**config.mk**
```make
export PLATFORM = sky130hd
export DESIGN_NAME = pipe_stall_ctrl
export DESIGN_NICKNAME = d
export VERILOG_FILES = /design/src/rtl/pipe_stall_ctrl.sv
export SDC_FILE = /design/constraint.sdc
export NUM_CORES = 1
export LEC_CHECK = 0
export CAP_MARGIN = 20
export CORE_AREA = 2 2 71 87
export CTS_CLUSTER_DIAMETER = 30
export DETAILED_ROUTE_END_ITERATION = 6
export DIE_AREA = 0 0 73 89
export GPL_TIMING_DRIVEN = 0
export PLACE_DENSITY = 0.62
export SLEW_MARGIN = 20
export SYNTH_ARGS = -nofsm -noshare
export SYNTH_HDL_FRONTEND = slang
export SYNTH_SLANG_ARGS = --single-unit
export TNS_END_PERCENT = 50
```
**constraint.sdc**
```tcl
create_clock -name clk -period 4.7 [get_ports clk]
set_clock_uncertainty 0.05 [all_clocks]
set_input_delay 0.94 -clock clk [delete_from_list [all_inputs] [get_ports clk]]
set_output_delay 0.94 -clock clk [all_outputs]
set_load 0.005 [all_outputs]
```
**src/rtl/pipe_stall_ctrl.sv**
```systemverilog
// -----------------------------------------------------------------------------
// pipe_stall_ctrl
//
// Stall, flush and forwarding controller for an in-order pipeline with
// NS = NFWD+2 stages (index 0 = IF, 1 = ID, 2.. = downstream stages).
//
// Ports
//   clk, rst_n            : clock, asynchronous active-low reset
//   dbg_en, dbg_step      : debug halt request, single-step strobe (edge used)
//   rs_addr, rt_addr      : ID-stage source register addresses
//   rs_used, rt_used      : ID-stage source-used flags
//   is_store              : ID instruction is a store (rt is store data)
//   ds_wen/ds_addr/ds_load: per downstream slice k (stage k+2) write enable,
//                           destination address and "is load"
//   rom_stall             : instruction fetch not ready
//   ram_req, ram_ack      : data-memory request (stage NS-2) and completion
//   jump_en               : taken branch/jump resolved in ID
//   stage_en, stage_rst   : per-stage enable and synchronous clear
//   fwd_a_sel, fwd_b_sel  : 0 = register file, k = downstream slice k-1
//   fwd_m                 : late store-data forward from the slice-0 load
//   mem_timeout           : sticky data-memory timeout flag
//   stall_cnt             : saturating count of stalled, non-halted cycles
// -----------------------------------------------------------------------------
module pipe_stall_ctrl #(
    parameter int NFWD     = 3,
    parameter int AW       = 5,
    parameter int LOAD_FWD = 1,
    parameter int TIMEOUT  = 255,
    localparam int NS      = NFWD + 2,
    localparam int SW      = $clog2(NFWD + 1)
) (
    input  logic              clk,
    input  logic              rst_n,
    input  logic              dbg_en,
    input  logic              dbg_step,
    input  logic [AW-1:0]     rs_addr,
    input  logic [AW-1:0]     rt_addr,
    input  logic              rs_used,
    input  logic              rt_used,
    input  logic              is_store,
    input  logic [NFWD-1:0]   ds_wen,
    input  logic [NFWD*AW-1:0] ds_addr,
    input  logic [NFWD-1:0]   ds_load,
    input  logic              rom_stall,
    input  logic              ram_req,
    input  logic              ram_ack,
    input  logic              jump_en,
    output logic [NS-1:0]     stage_en,
    output logic [NS-1:0]     stage_rst,
    output logic [SW-1:0]     fwd_a_sel,
    output logic [SW-1:0]     fwd_b_sel,
    output logic              fwd_m,
    output logic              mem_timeout,
    output logic [15:0]       stall_cnt
);

    localparam logic ST_IDLE = 1'b0;
    localparam logic ST_WAIT = 1'b1;
    localparam logic ST_RUN  = 1'b0;
    localparam logic ST_HALT = 1'b1;

    // Wait counter only needs to reach TIMEOUT-1.
    localparam int CW = (TIMEOUT > 1) ? $clog2(TIMEOUT) : 1;
    localparam logic [CW-1:0] WAIT_LAST = CW'(TIMEOUT - 1);

    // ------------------------------------------------------------------
    // Forwarding match per downstream slice
    // ------------------------------------------------------------------
    logic [NFWD-1:0] a_hit;
    logic [NFWD-1:0] b_hit;

    for (genvar gi = 0; gi < NFWD; gi++) begin : g_match
        logic [AW-1:0] slice_addr;
        assign slice_addr = ds_addr[gi*AW +: AW];
        // r0 is never a real destination, so it never forwards.
        assign a_hit[gi] = ds_wen[gi] && (slice_addr != '0) && (slice_addr == rs_addr);
        assign b_hit[gi] = ds_wen[gi] && (slice_addr != '0) && (slice_addr == rt_addr);
    end

    logic [SW-1:0] a_sel;
    logic [SW-1:0] b_sel;
    logic          a_load_early;   // selected slice is a load not yet forwardable
    logic          b_load_early;
    logic          b_from_slice0;

    // Scan from the farthest slice down so the nearest match wins.
    always_comb begin
        a_sel         = '0;
        b_sel         = '0;
        a_load_early  = 1'b0;
        b_load_early  = 1'b0;
        b_from_slice0 = 1'b0;
        for (int k = NFWD - 1; k >= 0; k--) begin
            if (a_hit[k]) begin
                a_sel        = SW'(k + 1);
                a_load_early = ds_load[k] && (k < LOAD_FWD);
            end
            if (b_hit[k]) begin
                b_sel         = SW'(k + 1);
                b_load_early  = ds_load[k] && (k < LOAD_FWD);
                b_from_slice0 = (k == 0);
            end
        end
    end

    logic a_haz;
    logic b_haz;
    logic store_fwd;
    logic load_stall;

    assign a_haz = rs_used && a_load_early;
    assign b_haz = rt_used && b_load_early;
    // Store data is only needed at the memory stage, so a store whose rt alone
    // depends on the slice-0 load can take the value late instead of stalling.
    assign store_fwd  = is_store && b_haz && b_from_slice0 && !a_haz;
    assign load_stall = a_haz || (b_haz && !store_fwd);

    // ------------------------------------------------------------------
    // Data-memory wait FSM
    // ------------------------------------------------------------------
    logic          ram_state_reg, ram_state_next;
    logic [CW-1:0] wait_cnt_reg, wait_cnt_next;
    logic          mem_timeout_reg;
    logic          timeout_exit;
    logic          ram_wait;

    always_comb begin
        ram_state_next = ram_state_reg;
        wait_cnt_next  = wait_cnt_reg;
        timeout_exit   = 1'b0;
        ram_wait       = 1'b0;
        case (ram_state_reg)
            ST_IDLE: begin
                if (ram_req && !ram_ack) begin
                    ram_state_next = ST_WAIT;
                    wait_cnt_next  = '0;
                    ram_wait       = 1'b1;
                end
            end
            default: begin
                if (ram_ack) begin
                    ram_state_next = ST_IDLE;
                end else if (wait_cnt_reg == WAIT_LAST) begin
                    ram_state_next = ST_IDLE;
                    timeout_exit   = 1'b1;
                end else begin
                    ram_wait      = 1'b1;
                    wait_cnt_next = wait_cnt_reg + 1'b1;
                end
            end
        endcase
    end

    // ------------------------------------------------------------------
    // Debug halt FSM with single-step edge detect
    // ------------------------------------------------------------------
    logic dbg_state_reg, dbg_state_next;
    logic step_reg;
    logic step_edge;
    logic halt_block;

    assign dbg_state_next = dbg_en ? ST_HALT : ST_RUN;
    assign step_edge      = dbg_step && !step_reg;
    assign halt_block     = (dbg_state_reg == ST_HALT) && !step_edge;

    // ------------------------------------------------------------------
    // Stall / flush priority
    // ------------------------------------------------------------------
    logic [NS-1:0] stage_en_c;
    logic [NS-1:0] stage_rst_c;
    logic          flush_pend_reg, flush_pend_next;
    logic          higher_stall;
    logic          do_flush;

    always_comb begin
        stage_en_c   = '1;
        stage_rst_c  = '0;
        higher_stall = 1'b1;
        do_flush     = 1'b0;
        if (halt_block) begin
            stage_en_c = '0;
        end else if (rom_stall) begin
            stage_en_c[1:0] = 2'b00;
            stage_rst_c[2]  = 1'b1;
        end else if (ram_wait) begin
            // Everything up to the memory stage holds; the stage after it
            // receives a bubble.
            stage_en_c[NS-2:0] = '0;
            stage_rst_c[NS-1]  = 1'b1;
        end else if (load_stall) begin
            stage_en_c[1:0] = 2'b00;
            stage_rst_c[2]  = 1'b1;
        end else begin
            higher_stall = 1'b0;
            if (jump_en || flush_pend_reg) begin
                stage_rst_c[1] = 1'b1;
                do_flush       = 1'b1;
            end
        end
    end

    // A jump seen while stalled is remembered and applied once the pipe moves.
    always_comb begin
        flush_pend_next = flush_pend_reg;
        if (higher_stall && jump_en) begin
            flush_pend_next = 1'b1;
        end else if (do_flush) begin
            flush_pend_next = 1'b0;
        end
    end

    logic [15:0] stall_cnt_reg, stall_cnt_next;

    always_comb begin
        stall_cnt_next = stall_cnt_reg;
        if ((stage_en_c != '1) && (dbg_state_reg != ST_HALT) && (stall_cnt_reg != 16'hFFFF)) begin
            stall_cnt_next = stall_cnt_reg + 16'd1;
        end
    end

    // ------------------------------------------------------------------
    // State registers
    // ------------------------------------------------------------------
    always_ff @(posedge clk or negedge rst_n) begin
        if (!rst_n) begin
            ram_state_reg   <= ST_IDLE;
            wait_cnt_reg    <= '0;
            mem_timeout_reg <= 1'b0;
            dbg_state_reg   <= ST_RUN;
            step_reg        <= 1'b0;
            flush_pend_reg  <= 1'b0;
            stall_cnt_reg   <= '0;
        end else begin
            ram_state_reg   <= ram_state_next;
            wait_cnt_reg    <= wait_cnt_next;
            mem_timeout_reg <= mem_timeout_reg || timeout_exit;
            dbg_state_reg   <= dbg_state_next;
            step_reg        <= dbg_step;
            flush_pend_reg  <= flush_pend_next;
            stall_cnt_reg   <= stall_cnt_next;
        end
    end

    // ------------------------------------------------------------------
    // Outputs: reset forces every stage clear/enabled and forwarding off
    // ------------------------------------------------------------------
    assign stage_en    = rst_n ? stage_en_c  : '1;
    assign stage_rst   = rst_n ? stage_rst_c : '1;
    assign fwd_a_sel   = rst_n ? a_sel : '0;
    assign fwd_b_sel   = rst_n ? b_sel : '0;
    assign fwd_m       = rst_n && store_fwd;
    assign mem_timeout = mem_timeout_reg;
    assign stall_cnt   = stall_cnt_reg;

endmodule

```
* Word-level counts from Yosys, hierarchy flattened
Cells that the tools add are included.
Cells by class: add/subtract/negate cells 2, equal/unequal tests 11, mux-type cells 50, bitwise logic cells 1, reduce and logical (&&, ||, !) cells 36
Operators with widths (count):
- 8-bit two-way mux | 4
- 5-bit == test | 6
- 2-bit two-way mux | 15
- 1-bit two-way mux | 28
- 1-bit logical AND | 22
- 16-bit by 1-bit adder with 16-bit output (second input constant) | 1
- 16-bit inequality test (second input constant) | 1
- 5-bit nonzero test | 3
- 5-bit two-way mux | 2
- 8-bit by 1-bit adder with 8-bit output (second input constant) | 1
- 8-bit == test (second input constant) | 1
- 1-bit logical NOT | 5
- 5-bit inequality test (second input constant) | 1
- 4-bit two-way mux | 1
- 2-bit inequality test (second input constant) | 2
- 2-bit nonzero test | 2
- 1-bit logical OR | 3
- 3-bit AND reduction | 1
- 1-bit NOT | 1
Word-level totals: flip-flop bits (word level) 29, input bits 42, word-level logic and storage cells 107

* Longest topological paths before layout
Gate-level depths: netlist (run 1).
depth after elaboration 18, depth in mapped cells 10, gate-level depth less buffers 10

* Least setup slack after synthesis (run 1)
Ideal clock, no wire load.
path type in2out, start point input ds_addr[1], end point output stage_en[1], arrival time 2371 ps, data required time 3710 ps, setup slack 1339 ps, cell stages on the path 7, cells stage by stage or4_4 -> o211ai_2 -> o41ai_2 -> nor3_1 -> nand2b_1 -> nand2_1 -> buf_4
On the way: longest elaborated chain between the ends 16, elaborated cells on any way between the ends 23, those cells by class eq/ne: 2; mux: 8; reduce/logical: 13
RTL lines:
- start: declaration | RTL line 42 | input logic [NFWD*AW-1:0] ds_addr,
- 5-bit nonzero test | RTL line 76, 77
- 1-bit logical AND | RTL line 76, 77
- 1-bit logical AND | RTL line 77 | assign b_hit[gi] = ds_wen[gi] && (slice_addr != '0) && (slice_addr == rt_addr);
- 1-bit two-way mux | RTL line 98 | if (b_hit[k]) begin
- 1-bit logical AND | RTL line 112 | assign b_haz = rt_used && b_load_early;
- 1-bit logical AND (3 in a row) | RTL line 115 | assign store_fwd = is_store && b_haz && b_from_slice0 && !a_haz;
- 1-bit logical NOT | RTL line 116 | assign load_stall = a_haz || (b_haz && !store_fwd);
- 1-bit logical AND | RTL line 116
- 1-bit logical OR (*) | RTL line 116
- 2-bit two-way mux (*) | RTL line 190 | end else if (load_stall) begin
- 2-bit two-way mux (*) | RTL line 185 | end else if (ram_wait) begin
- 2-bit two-way mux (*) | RTL line 182 | end else if (rom_stall) begin
- 4-bit two-way mux (*) | RTL line 180 | if (halt_block) begin
- 5-bit two-way mux (*) | RTL line 247 | assign stage_en = rst_n ? stage_en_c : '1;
- end: declaration | RTL line 48 | output logic [NS-1:0] stage_en,
Every way passes the cells marked *; elsewhere a longest branch is shown, timed or not.

* Worst setup path in the final report (run 1)
start point input ds_addr[1], end point output stage_rst[1]
On the way: longest elaborated chain between the ends 16, elaborated cells on any way between the ends 23, those cells by class eq/ne: 2; mux: 8; reduce/logical: 13
RTL lines:
- 5-bit nonzero test | RTL line 76, 77
- 1-bit logical AND | RTL line 76, 77
- 1-bit logical AND | RTL line 77
- 1-bit two-way mux | RTL line 98
- 1-bit logical AND | RTL line 112
- 1-bit logical AND (3 in a row) | RTL line 115
- 1-bit logical NOT | RTL line 116
- 1-bit logical AND | RTL line 116
- 1-bit logical OR (*) | RTL line 116
- 1-bit two-way mux (*) | RTL line 190
- 2-bit two-way mux (*) | RTL line 185
- 1-bit two-way mux (*) | RTL line 182
- 2-bit two-way mux (*) | RTL line 180
- 5-bit two-way mux (*) | RTL line 248 | assign stage_rst = rst_n ? stage_rst_c : '1;
- end: declaration | RTL line 49 | output logic [NS-1:0] stage_rst,
Marks and branches as above.

==> results.toml, run 1 <==
[place]
placement.io_buffers = 71
dp.cells = 340
gp_congestion = 0.867
placed_area_sq_um = 2700
post-dp-hpwl_um = 4100

[detailed_routing]
first_pass_iters = 4
finalWirelength_um = 5180
first_iter_violations = 25
vias_per_cell = 5.16
ant_nets = 0
num_vias = 1790
wl_per_cell_um = 14.9
drc = 0

[finish]
fillers = 574
fin_nets = 328
n_antenna_cell = 0
layout_commonest_cell = "clkdlybuf4s50_1"
final_area_sq_um = 2790
finalNonFillerCells = 347
largest_reg_flops = 16
drive_above_1_share_pct = 7.07
final_util_pct = 49.9
syn_to_final_growth_pct = 45.8
final_cell_mix = "70 x clkdlybuf4s50_1, 29 x dfrtp_1, 26 x xor2_1"

[cts]
clk_pin_slew_ns = 0.06
cts_resized = 0
cts_sinks = 29
cts-htree-levels = 2
cts_setup_buffers = 0
clk-insertion-delay-late_ns = 0.27
cts_hold_buf = 0
cts_made_buffers = 5
clockBufferDepth = 2
clockRootBuffer = "clkbuf_8"
cts_tree = "done"

[power_and_ir_drop]
netSwitchingPower_uw = 221
p_leak_nw = 1.16
p_int_uw = 535
p_clk_share_pct = 26.9
seq_power_share_pct = 42.8
powerDensity_nw_per_um2 = 271
irDropWorstVdd_mv = 0.241
pwr-share-comb_pct = 30.3
finalPower_uw = 757
swShare_pct = 29.3

[floorplan]
die_h_um = 89
core_area_sq_um = 5590
rows = 30
dieArea_sq_um = 6500
dieWidth_um = 73
initial_core_util_pct = 34.2
io_pins = 74

[timing]
max_freq_mhz = 221
finalHoldViolCount = 0
fin_crit_sh_pct = 96.3
rsz0062_at_grt = "false"
drv_slew = 0
worst_pin_slew_ns = 0.778
setup_violations = 0
relSlewSlack_pct = 47.7
hold_slack_ns = 0.425
post-route-min-period_ns = 4.53

[yosys]
syn-mean-instance-area_sq_um = 9.34
synth_edf_count = 0
seq_area_frac_synth_pct = 37.9
synth_warnings = 0
ys.flop_type = "dfrtp_1"
syn_area_sq_um = 1910
synth-seq-cells = 29
syn-num-nets = 250
syn_inst = 205
ys_types = 39
async_flop_share_pct = 100

[worst_setup_path]
cp_cell_sequence = "clkdlybuf4s50_1 > or4_4 > o211ai_2 > o41ai_2 > nor3_2 > nand2b_1 > o21ai_0 > clkdlybuf4s50_1"
end_kind = "output pin"
worstSetupStartpointType = "input pin"
critPathTopFamily = "buffers and inverters"
required_ns = 3.71
max_stage_delay_ns = 0.57
slowest_stage = "or4_4"
path_class = "input pin to output pin"
crit_path_max_fanout = 3
arrival_ns = 3.54
timing.critical_path.mode_cell = "clkdlybuf4s50_1"
crit_buf_inv = 2

[grt]
grt.total_usage_pct = 16.9
antenna_found_initial = 0
grt_start_max_net_pins = 31
grt_pass1_wl_um = 8470
grt_pass1_vias = 1816
grt_overflow = 0

[status]
status = "complete, no violations"

[min_path]
hold_path_class = "register to register"

[run]
maxCapViolations = 0
## final timing paths
kind,startpoint,slack (ns),end,depth (start not counted)
min in group asynchronous,rst_n,0.65,mem_timeout$_DFF_PN0_,1
worst max-delay path,ds_addr[1],0.17,stage_rst[1],8
worst min register to register,mem_timeout$_DFF_PN0_,0.42,mem_timeout$_DFF_PN0_,1
worst max register to register,wait_cnt_reg[0]$_DFFE_PN0P_,2.43,stall_cnt[5]$_DFFE_PN0P_,10
max in group asynchronous,rst_n,3.52,stall_cnt[0]$_DFFE_PN0P_,1
worst min-delay path,mem_timeout$_DFF_PN0_,0.42,mem_timeout$_DFF_PN0_,1
## Yosys cell counts, drive strengths merged, types with 3 or more instances
cell    instances  area, sq um
or4             3         26.3
nor4            8         50.1
and3            5         31.3
nand3          13         65.1
xor2           26          228
nand2          17         63.8
nor3            6         40.0
a21oi           3         15.0
buf             4         33.8
xnor2          24          210
o21ai           7         35.0
ha              3         37.5
nand4           6         37.5
nor2           18         67.6
dfrtp          29          726
inv             6         22.5
nand2b          3         18.8
## stage by stage
stage | TNS (ns) | setup slack [ns]
3_3_place_gp | -0.0693 | -0.0619
2_1_floorplan | 0 | 1.34
6_report | 0 | 0.172
3_5_place_dp | 0 | 0.00890
4_1_cts | 0 | 0.0133
5_1_grt | 0 | 0.0556
## cells by family after synthesis
kind of cell / after synthesis / share of synthesized area, %
fa+ha+maj: 3 / 1.96
mux: 1 / 0.588
compound gates: 22 / 9.02
flops: 29 / 37.9
simple gates: 88 / 24.3
xor+xnor: 50 / 22.9
buf+inv: 12 / 3.33
## power groups by stage
| stage | Clock, mW | Combinational, mW | Sequential (mW) |
|---|---|---|---|
| floorplan | 0 | 0.0982 | 0.322 |
| global placement | 0 | 0.229 | 0.327 |
| detailed placement | 0 | 0.230 | 0.327 |
| CTS | 0.214 | 0.232 | 0.324 |
| global route | 0.221 | 0.254 | 0.332 |
| finish | 0.204 | 0.229 | 0.324 |
## cell type report
class                           count  area (sq um)  area share (%)
Tap cell                           64          80.1            2.87
Buffer                              6          41.3            1.48
Clock buffer                        7          86.3            3.09
Sequential cell                    29           726            26.0
Multi-Input combinational cell    164          1130            40.5
Timing Repair Buffer               71           706            25.3
Inverter                            6          22.5           0.807
## worst register-to-register path: stages, from the launching register on
cell	delay (ns)
dfrtp_1	0.42
inv_1	0.07
ha_1	0.14
and3_1	0.15
nand3_1	0.12
nand2_1	0.17
inv_1	0.18
o31ai_4	0.43
buf_6	0.21
nor2_1	0.06
xor2_1	0.14
## layer usage
metal	vias to the layer above	wire length [um]	global-route usage [%]
li1	869	-	-
met1	841	2320	20.5
met2	70	2380	28.9
met3	10	325	3.27
met4	0	148	7.24
met5	-	0	0
(Power assumes the default switching activity.)
==> inputs of run 2 (changes only) <==
- CORE_AREA: 2 2 71 87 -> 2 2 63 77
- DIE_AREA: 0 0 73 89 -> 0 0 65 79
- PLACE_DENSITY: 0.62 -> 0.78
==> run 2 against run 1 <==
Effect of this change: sequential cell count did not move; via count decreased by 0.45%; total power fell by 2.4%; fmax down 1.1%; non-clock buffer count did not move; global-route usage rose by 3.1 points; design area decreased by 0.90%; combinational power barely moved; core utilization is 13 points higher; highest routed layer unchanged; critical path depth up 1.
==> results.toml, run 2 (synthesized netlist as in run 1, its figures left out) <==
[status]
status = "complete, no violations"

[worst_setup_path]
max_stage_delay_ns = 0.57
reg2reg_from = "wait_cnt_reg[0]$_DFFE_PN0P_"
required_ns = 3.71
reg2reg_to = "stall_cnt[5]$_DFFE_PN0P_"
crit_start = "ds_addr[1]"
arrival_ns = 3.59
worstSetupStartpointType = "input pin"
endpoint = "stage_en[1]"
slowest_stage = "or4_4"
reg2regPathDepth = 10
reg2reg_slack_ns = 2.44
cp_cell_sequence = "clkdlybuf4s50_1 > or4_4 > o211ai_1 > nor3_1 > nor3_1 > nand2b_1 > nand2_1 > buf_4 > clkdlybuf4s50_1"
end_kind = "output pin"
crit_path_max_fanout = 4
path_class = "input pin to output pin"

[timing]
finalHoldViolCount = 0
finalWorstSetupSlack_ns = 0.121
fin_crit_sh_pct = 97.4
drv_slew = 0
max_freq_mhz = 218
setup_violations = 0
rsz0062_at_grt = "false"
post-route-min-period_ns = 4.58
worst_pin_slew_ns = 0.685
setup_tns_ns = 0
relSlewSlack_pct = 54.2

[detailed_routing]
wl_per_cell_um = 14.3
first_iter_violations = 33
ant_nets = 0
num_vias = 1782
first_pass_iters = 4
drc = 0
finalWirelength_um = 4860
vias_per_cell = 5.24

[floorplan]
dieArea_sq_um = 5140
dieWidth_um = 65
rows = 27
initial_core_util_pct = 43.3
core_area_sq_um = 4430
die_h_um = 79
io_pins = 74

[run]
maxCapViolations = 0

[cts]
cts_made_buffers = 5
cts_hold_buf = 0
cts-htree-levels = 2
cts_resized = 0
clk_pin_slew_ns = 0.05
cts_sinks = 29
clockRootBuffer = "clkbuf_8"
cts_tree = "done"
cts_setup_buffers = 0
clk-insertion-delay-late_ns = 0.28
clockBufferDepth = 2

[grt]
antenna_found_initial = 0
grt_overflow = 0
use_met3_pct = 5.24
grt_busiest_layer = "met2"
grt_pass1_wl_um = 7900
use_met1_pct = 24.3
grt_use_met2_pct = 33.4
grt_pass1_vias = 1808
grt_start_max_net_pins = 31
grt.total_usage_pct = 20.0

[finish]
finalNonFillerCells = 340
fillers = 392
layout_commonest_cell = "clkdlybuf4s50_1"
drive_above_1_share_pct = 6.74
final_util_pct = 62.5
syn_to_final_growth_pct = 44.5
largest_reg_flops = 16
fin_nets = 328
n_antenna_cell = 0
final_cell_mix = "70 x clkdlybuf4s50_1, 29 x dfrtp_1, 26 x xor2_1"

[place]
placement.io_buffers = 71
dp.cells = 334
place_ws_ns = 0.117
post-dp-hpwl_um = 3780
gp_congestion = 0.825

[min_path]
hold_path_class = "register to register"

[power_and_ir_drop]
powerDensity_nw_per_um2 = 267
irDropWorstVdd_mv = 0.269
p_leak_nw = 1.16
## run 2: through the flow
stage | hold slack (ns) | area, sq um | total power, mW
floorplan | 0.414 | 1910 | 0.420
global placement | 0.413 | 2700 | 0.552
detailed placement | 0.425 | 2690 | 0.556
CTS | 0.437 | 2770 | 0.746
global route | 0.472 | 2770 | 0.786
finish | 0.431 | 2770 | 0.738
## run 2: how the worst min path moves through the flow
| stage | from | to | slack, ns | depth (start not counted) |
|---|---|---|---|---|
| floorplan | flush_pend_reg$_DFFE_PN0P_ | flush_pend_reg$_DFFE_PN0P_ | 0.41 | 1 |
| global placement | mem_timeout$_DFF_PN0_ | mem_timeout$_DFF_PN0_ | 0.41 | 1 |
| detailed placement | mem_timeout$_DFF_PN0_ | mem_timeout$_DFF_PN0_ | 0.42 | 1 |
| CTS | mem_timeout$_DFF_PN0_ | mem_timeout$_DFF_PN0_ | 0.44 | 1 |
| global route | mem_timeout$_DFF_PN0_ | mem_timeout$_DFF_PN0_ | 0.47 | 1 |
| finish | mem_timeout$_DFF_PN0_ | mem_timeout$_DFF_PN0_ | 0.43 | 1 |
## run 2: per-layer routing
layer / part of all wire, % / up-vias
met2: 47 / 68
met3: 6.4 / 11
met5: 0 / -
li1: - / 869
met4: 2.3 / 0
met1: 45 / 834
## run 2: worst max-delay path: cells and delay by family
family | cells | cell delay (ns)
AND/OR/NAND/NOR | 5 | 1.33
buffers and inverters | 3 | 1.08
AO/OA/AOI/OAI | 1 | 0.23
## run 2: area by class of cell
| cell class | count | area (sq um) | share of cell area (%) |
|---|---|---|---|
| Buffer | 6 | 41.3 | 1.49 |
| Clock buffer | 5 | 68.8 | 2.49 |
| Clock inverter | 1 | 5.00 | 0.181 |
| Inverter | 6 | 22.5 | 0.814 |
| Multi-Input combinational cell | 164 | 1120 | 40.7 |
| Sequential cell | 29 | 726 | 26.2 |
| Tap cell | 58 | 72.6 | 2.62 |
| Timing Repair Buffer | 71 | 706 | 25.5 |
## run 2: power breakdown
part           total [mW]  internal [mW]  switching [mW]
clock               0.186         0.0970          0.0890
combinational       0.229          0.137          0.0927
sequential          0.323          0.283          0.0401
==> edit 1 (settings of run 1) <==
Make the reset (`rst_n`) synchronous in one clocked block. Comments in the files are not updated.
--- a/src/rtl/pipe_stall_ctrl.sv
+++ b/src/rtl/pipe_stall_ctrl.sv
@@ -222,5 +222,5 @@
     // State registers
     // ------------------------------------------------------------------
-    always_ff @(posedge clk or negedge rst_n) begin
+    always_ff @(posedge clk) begin
         if (!rst_n) begin
             ram_state_reg   <= ST_IDLE;
Check against the original RTL: differs if rst_n is asserted again (counterexample within 4 cycles, from zero or initial values and one cycle with rst_n low); with rst_n held inactive, the same outputs for 10 cycles.
==> edit 1 against run 1 <==
- global-route usage is 0.51 points lower
- hold slack better by 0.0041 ns
- cell area up 0.27%
- synthesized area is 0.52% lower
- sequential cell count is the same
- wire length shrank 1.3%
- sequential power is 21% lower
- total power down 21%
- non-clock buffer count increased by 3
- worst setup slack worse by 0.028 ns
==> edit 1: results (changes against run 1) <==
| Metric | Value |
|---|---|
| Status | finished clean (unchanged) |
| Post-synthesis adder-cell area fraction | 1.97% (was 1.96%) |
| Mux contribution to synthesized area | 0% (was 0.588%) |
| Leak | 0.000934 uW (was 0.00116 uW) |
| Pwr Density | 213 nW/um^2 (was 271 nW/um^2) |
| Compound-gate portion of the synthesized area | 17.3% (was 9.02%) |
| Initial DRC count | 76 (was 25) |
| Worst vdd ir | 0.0929 mV (was 0.241 mV) |
| CTS Buf Count | 5 (unchanged) |
| Largest net degree at the start of global routing | 12 (was 31) |
| Worst slack, placed | 0.0590 ns (was 0.00890 ns) |
| Dpl cells | 370 (was 340) |
| Combinational share of power | 22.5% (was 30.3%) |
| Worst slew pin tran | 1.16 ns (was 0.778 ns) |
| Synth area leaders | dfxtp_1, xnor2_1, xor2_1 (was dfrtp_1, xor2_1, xnor2_1) |
| Via count | 1966 (was 1790) |
| Synth cell count leaders | dfxtp_1, nor2_1, xnor2_1 (was dfrtp_1, xor2_1, xnor2_1) |
| Vias in the first global route | 1814 (was 1816) |
| Post-synth net total | 280 (was 250) |
| Routability-driven placement congestion ratio | 0.835 (was 0.867) |
| Post-DP Area | 2700 sq um (about the same) |
| Final net count | 358 (was 328) |
| GR Util All Layers | 16.3% (was 16.9%) |
| Syn_area_per_cell | 8.10 sq um (was 9.34 sq um) |
| Post-Synth XOR/XNOR Area | 17.0% (was 22.9%) |
| Clock Path Buffers | 2 (unchanged) |
| Clock power frac | 34.7% (was 26.9%) |
| Fillers | 549 (was 574) |
| Layout cell share with drive strength beyond 1 | 7.67% (was 7.07%) |
| HP Class | flip-flop to flip-flop (unchanged) |
| WL/cell | 13.5 microns (was 14.9 microns) |
| Finished Layout Cells | 377 (was 347) |
| Register area share after synthesis | 30.5% (was 37.9%) |
| Final HPWL DP | 4230 microns (was 4100 microns) |
| First-pass GRT wire length | 8240 microns (was 8470 microns) |
| Sw Ratio | 25.8% (was 29.3%) |
-- edit 1: changes by cell type in the layout (fill, tap and decap cells not counted), moves of 4 or more --
cell	change
a21oi_1	+15
dfrtp_1	-29
dfxtp_1	+29
nor2_1	+7
nor4_1	-4
o21ai_1	+7
o31ai_1	+7
or3_1	+7
or4_1	+6
xor2_1	-12
-- edit 1: cells by family after synthesis --
kind of cell	after synthesis
AND/OR/NAND/NOR	100
flip-flops	29
XOR/XNOR	37
adder cells (fa/ha/maj)	3
buffers and inverters	16
AO/OA/AOI/OAI	50
-- edit 1: routing by layer --
layer | wire [microns] | GRT usage (%) | vias up
met3 | 506 | 6.43 | 6
met1 | 2080 | 17.9 | 873
met2 | 2440 | 28.4 | 74
li1 | - | - | 1013
met5 | 0 | 0 | -
met4 | 75 | 6.06 | 0
-- edit 1: final timing paths --
kind | cells past startpoint | start | to | slack, ns
max | 8 | ds_addr[1] | stage_en[1] | 0.14
min | 2 | mem_timeout | mem_timeout | 0.43
max reg2reg | 7 | wait_cnt_reg[0] | wait_cnt_reg[4] | 2.30
min reg2reg | 2 | mem_timeout | mem_timeout | 0.43
-- edit 1: critical path, cell delays in order --
cell and delay (ns):
clkdlybuf4s50_1 0.47, or4_4 0.58, nor2_1 0.15, nor4_2 0.09
or3_4 0.40, o31ai_4 0.30, buf_4 0.15, clkdlybuf4s50_1 0.48
-- edit 1: layout make-up --
| type | instances | area (sq um) | share of cell area, % |
|---|---|---|---|
| buffer | 9 | 61.3 | 2.19 |
| clock buffer | 7 | 86.3 | 3.08 |
| inverter | 7 | 26.3 | 0.939 |
| multi-input combinational | 190 | 1250 | 44.8 |
| sequential | 29 | 581 | 20.7 |
| tap | 64 | 80.1 | 2.86 |
| timing repair buffer | 71 | 711 | 25.4 |
==> edit 2 (flow settings as in run 1) <==
Made on the original files. Set the parameter `AW` to 6 (it was 5).
--- a/src/rtl/pipe_stall_ctrl.sv
+++ b/src/rtl/pipe_stall_ctrl.sv
@@ -24,5 +24,5 @@
 module pipe_stall_ctrl #(
     parameter int NFWD     = 3,
-    parameter int AW       = 5,
+    parameter int AW       = 6,
     parameter int LOAD_FWD = 1,
     parameter int TIMEOUT  = 255,
Interface: changed (resized ds_addr, rs_addr and rt_addr); port bits go from 74 to 79. The function was not compared with the original's and may differ.
==> edit 2 against run 1 <==
- total power rose by 0.67%
- worst setup slack improved by 0.019 ns
- wire length fell by 3.3%
- cell area rose by 4.6%
- core utilization rose by 2.3 points
- sequential cell count did not move
- hold slack got worse by 0.025 ns
- register-to-register slack got worse by 0.04 ns
- synthesized area rose by 4.3%
- largest power group unchanged
==> edit 2: results (changes against run 1) <==
| Metric | Value |
|---|---|
| Ys Warns | 0 (unchanged) |
| Syn_area_per_cell | 9.79 sq um (was 9.34 sq um) |
| Final net count | 337 (was 328) |
| Final HPWL DP | 4090 microns (was 4100 microns) |
| R2R setup slack | 2.39 ns (was 2.43 ns) |
| Status | finished clean (unchanged) |
| Clock Pin Slew Worst Setup and Hold Paths | 0.06 ns (about the same) |
| Register area share after synthesis | 36.3% (was 37.9%) |
| Slew headroom | 42.0% (was 47.7%) |
| WL/cell | 14.3 microns (was 14.9 microns) |
| Worst vdd ir | 0.103 mV (was 0.241 mV) |
| Initial DRC count | 96 (was 25) |
| # port buffers | 76 (was 71) |
| Post-DP Area | 2830 sq um (was 2700 sq um) |
| First-pass GRT wire length | 8180 microns (was 8470 microns) |
| Synth cell count leaders | xnor2_1, dfrtp_1, xor2_1 (was dfrtp_1, xor2_1, xnor2_1) |
| GR Util All Layers | 16.3% (was 16.9%) |
| Synth area leaders | dfrtp_1, xnor2_1, xor2_1 (was dfrtp_1, xor2_1, xnor2_1) |
| Post-synth net total | 254 (was 250) |
| Via count | 1774 (was 1790) |
| HP Class | flip-flop to flip-flop (unchanged) |
| Cell variety after synth | 43 (was 39) |
| CP Max Fanout | 10 (was 3) |
| Leak | 0.00116 uW (about the same) |
| Crit path DAT | 3.52 ns (was 3.54 ns) |
| Layout cell share with drive strength beyond 1 | 7.67% (was 7.07%) |
==> edit 2: critical path, stage by stage <==
cell             delay (ns)
clkdlybuf4s50_1        0.51
xor2_1                 0.20
nor4_2                 0.30
nand4_2                0.23
o311ai_4               0.48
buf_6                  0.21
nand2_1                0.07
buf_4                  0.15
clkdlybuf4s50_1        0.43
==> edit 2: per-layer routing <==
| metal | wire (microns) | GRT usage, % | vias to the layer above |
|---|---|---|---|
| met5 | 0 | 0 | - |
| met4 | 72 | 5.56 | 0 |
| met3 | 384 | 4.62 | 6 |
| met2 | 2390 | 28.7 | 71 |
| met1 | 2160 | 19.0 | 801 |
| li1 | - | - | 896 |
==> edit 2: layout make-up <==
type	instances	area [sq um]
clock buffer	7	86.3
tap	64	80.1
sequential	29	726
inverter	5	18.8
timing repair buffer	76	756
fill	540	2670
multi-input combinational	165	1210
buffer	5	37.5
==> edit 2: cells by family (layout without fill, tap and decap cells) <==
| logic type | after synthesis | after routing | share of synthesized area [%] |
|---|---|---|---|
| AND/OR/NAND/NOR | 84 | 84 | 25.8 |
| adder cells (fa/ha/maj) | 3 | 3 | 1.88 |
| XOR/XNOR | 55 | 55 | 24.1 |
| buffers and inverters | 10 | 93 | 2.82 |
| multiplexers | 1 | 1 | 0.752 |
| flip-flops | 29 | 29 | 36.3 |
| AO/OA/AOI/OAI | 22 | 22 | 8.27 |
==> edit 2: final timing paths <==
path                              start         endpoint  depth (start not counted)
max                          rt_addr[2]      stage_en[1]                          9
min in group asynchronous         rst_n  wait_cnt_reg[7]                          1
max reg2reg                stall_cnt[0]    stall_cnt[11]                          7
max in group asynchronous         rst_n    stall_cnt[13]                          1
min reg2reg                 mem_timeout      mem_timeout                          1
min                         mem_timeout      mem_timeout                          1
==> edit 2: timing repair <==
action | in CTS | in global routing
endpoints found under the setup margin | 0 | 1
endpoints found under the hold margin | 0 | 0
hold buffers | 0 | 0
==> edit 2: per-stage QoR <==
stage          hold slack, ns  utilization [%]  worst slack (ns)
2_1_floorplan           0.401                -              1.33
3_3_place_gp            0.390             50.7            -0.309
3_5_place_dp            0.394             50.6             0.126
4_1_cts                 0.407             52.2             0.112
5_1_grt                 0.420             52.2           0.00459
6_report                0.400             52.2             0.191
==> edit 2: where the power goes <==
group	internal [uW]	switching (uW)
Clock	116	86.3
Combinational	147	88.9
Sequential	283	40.5
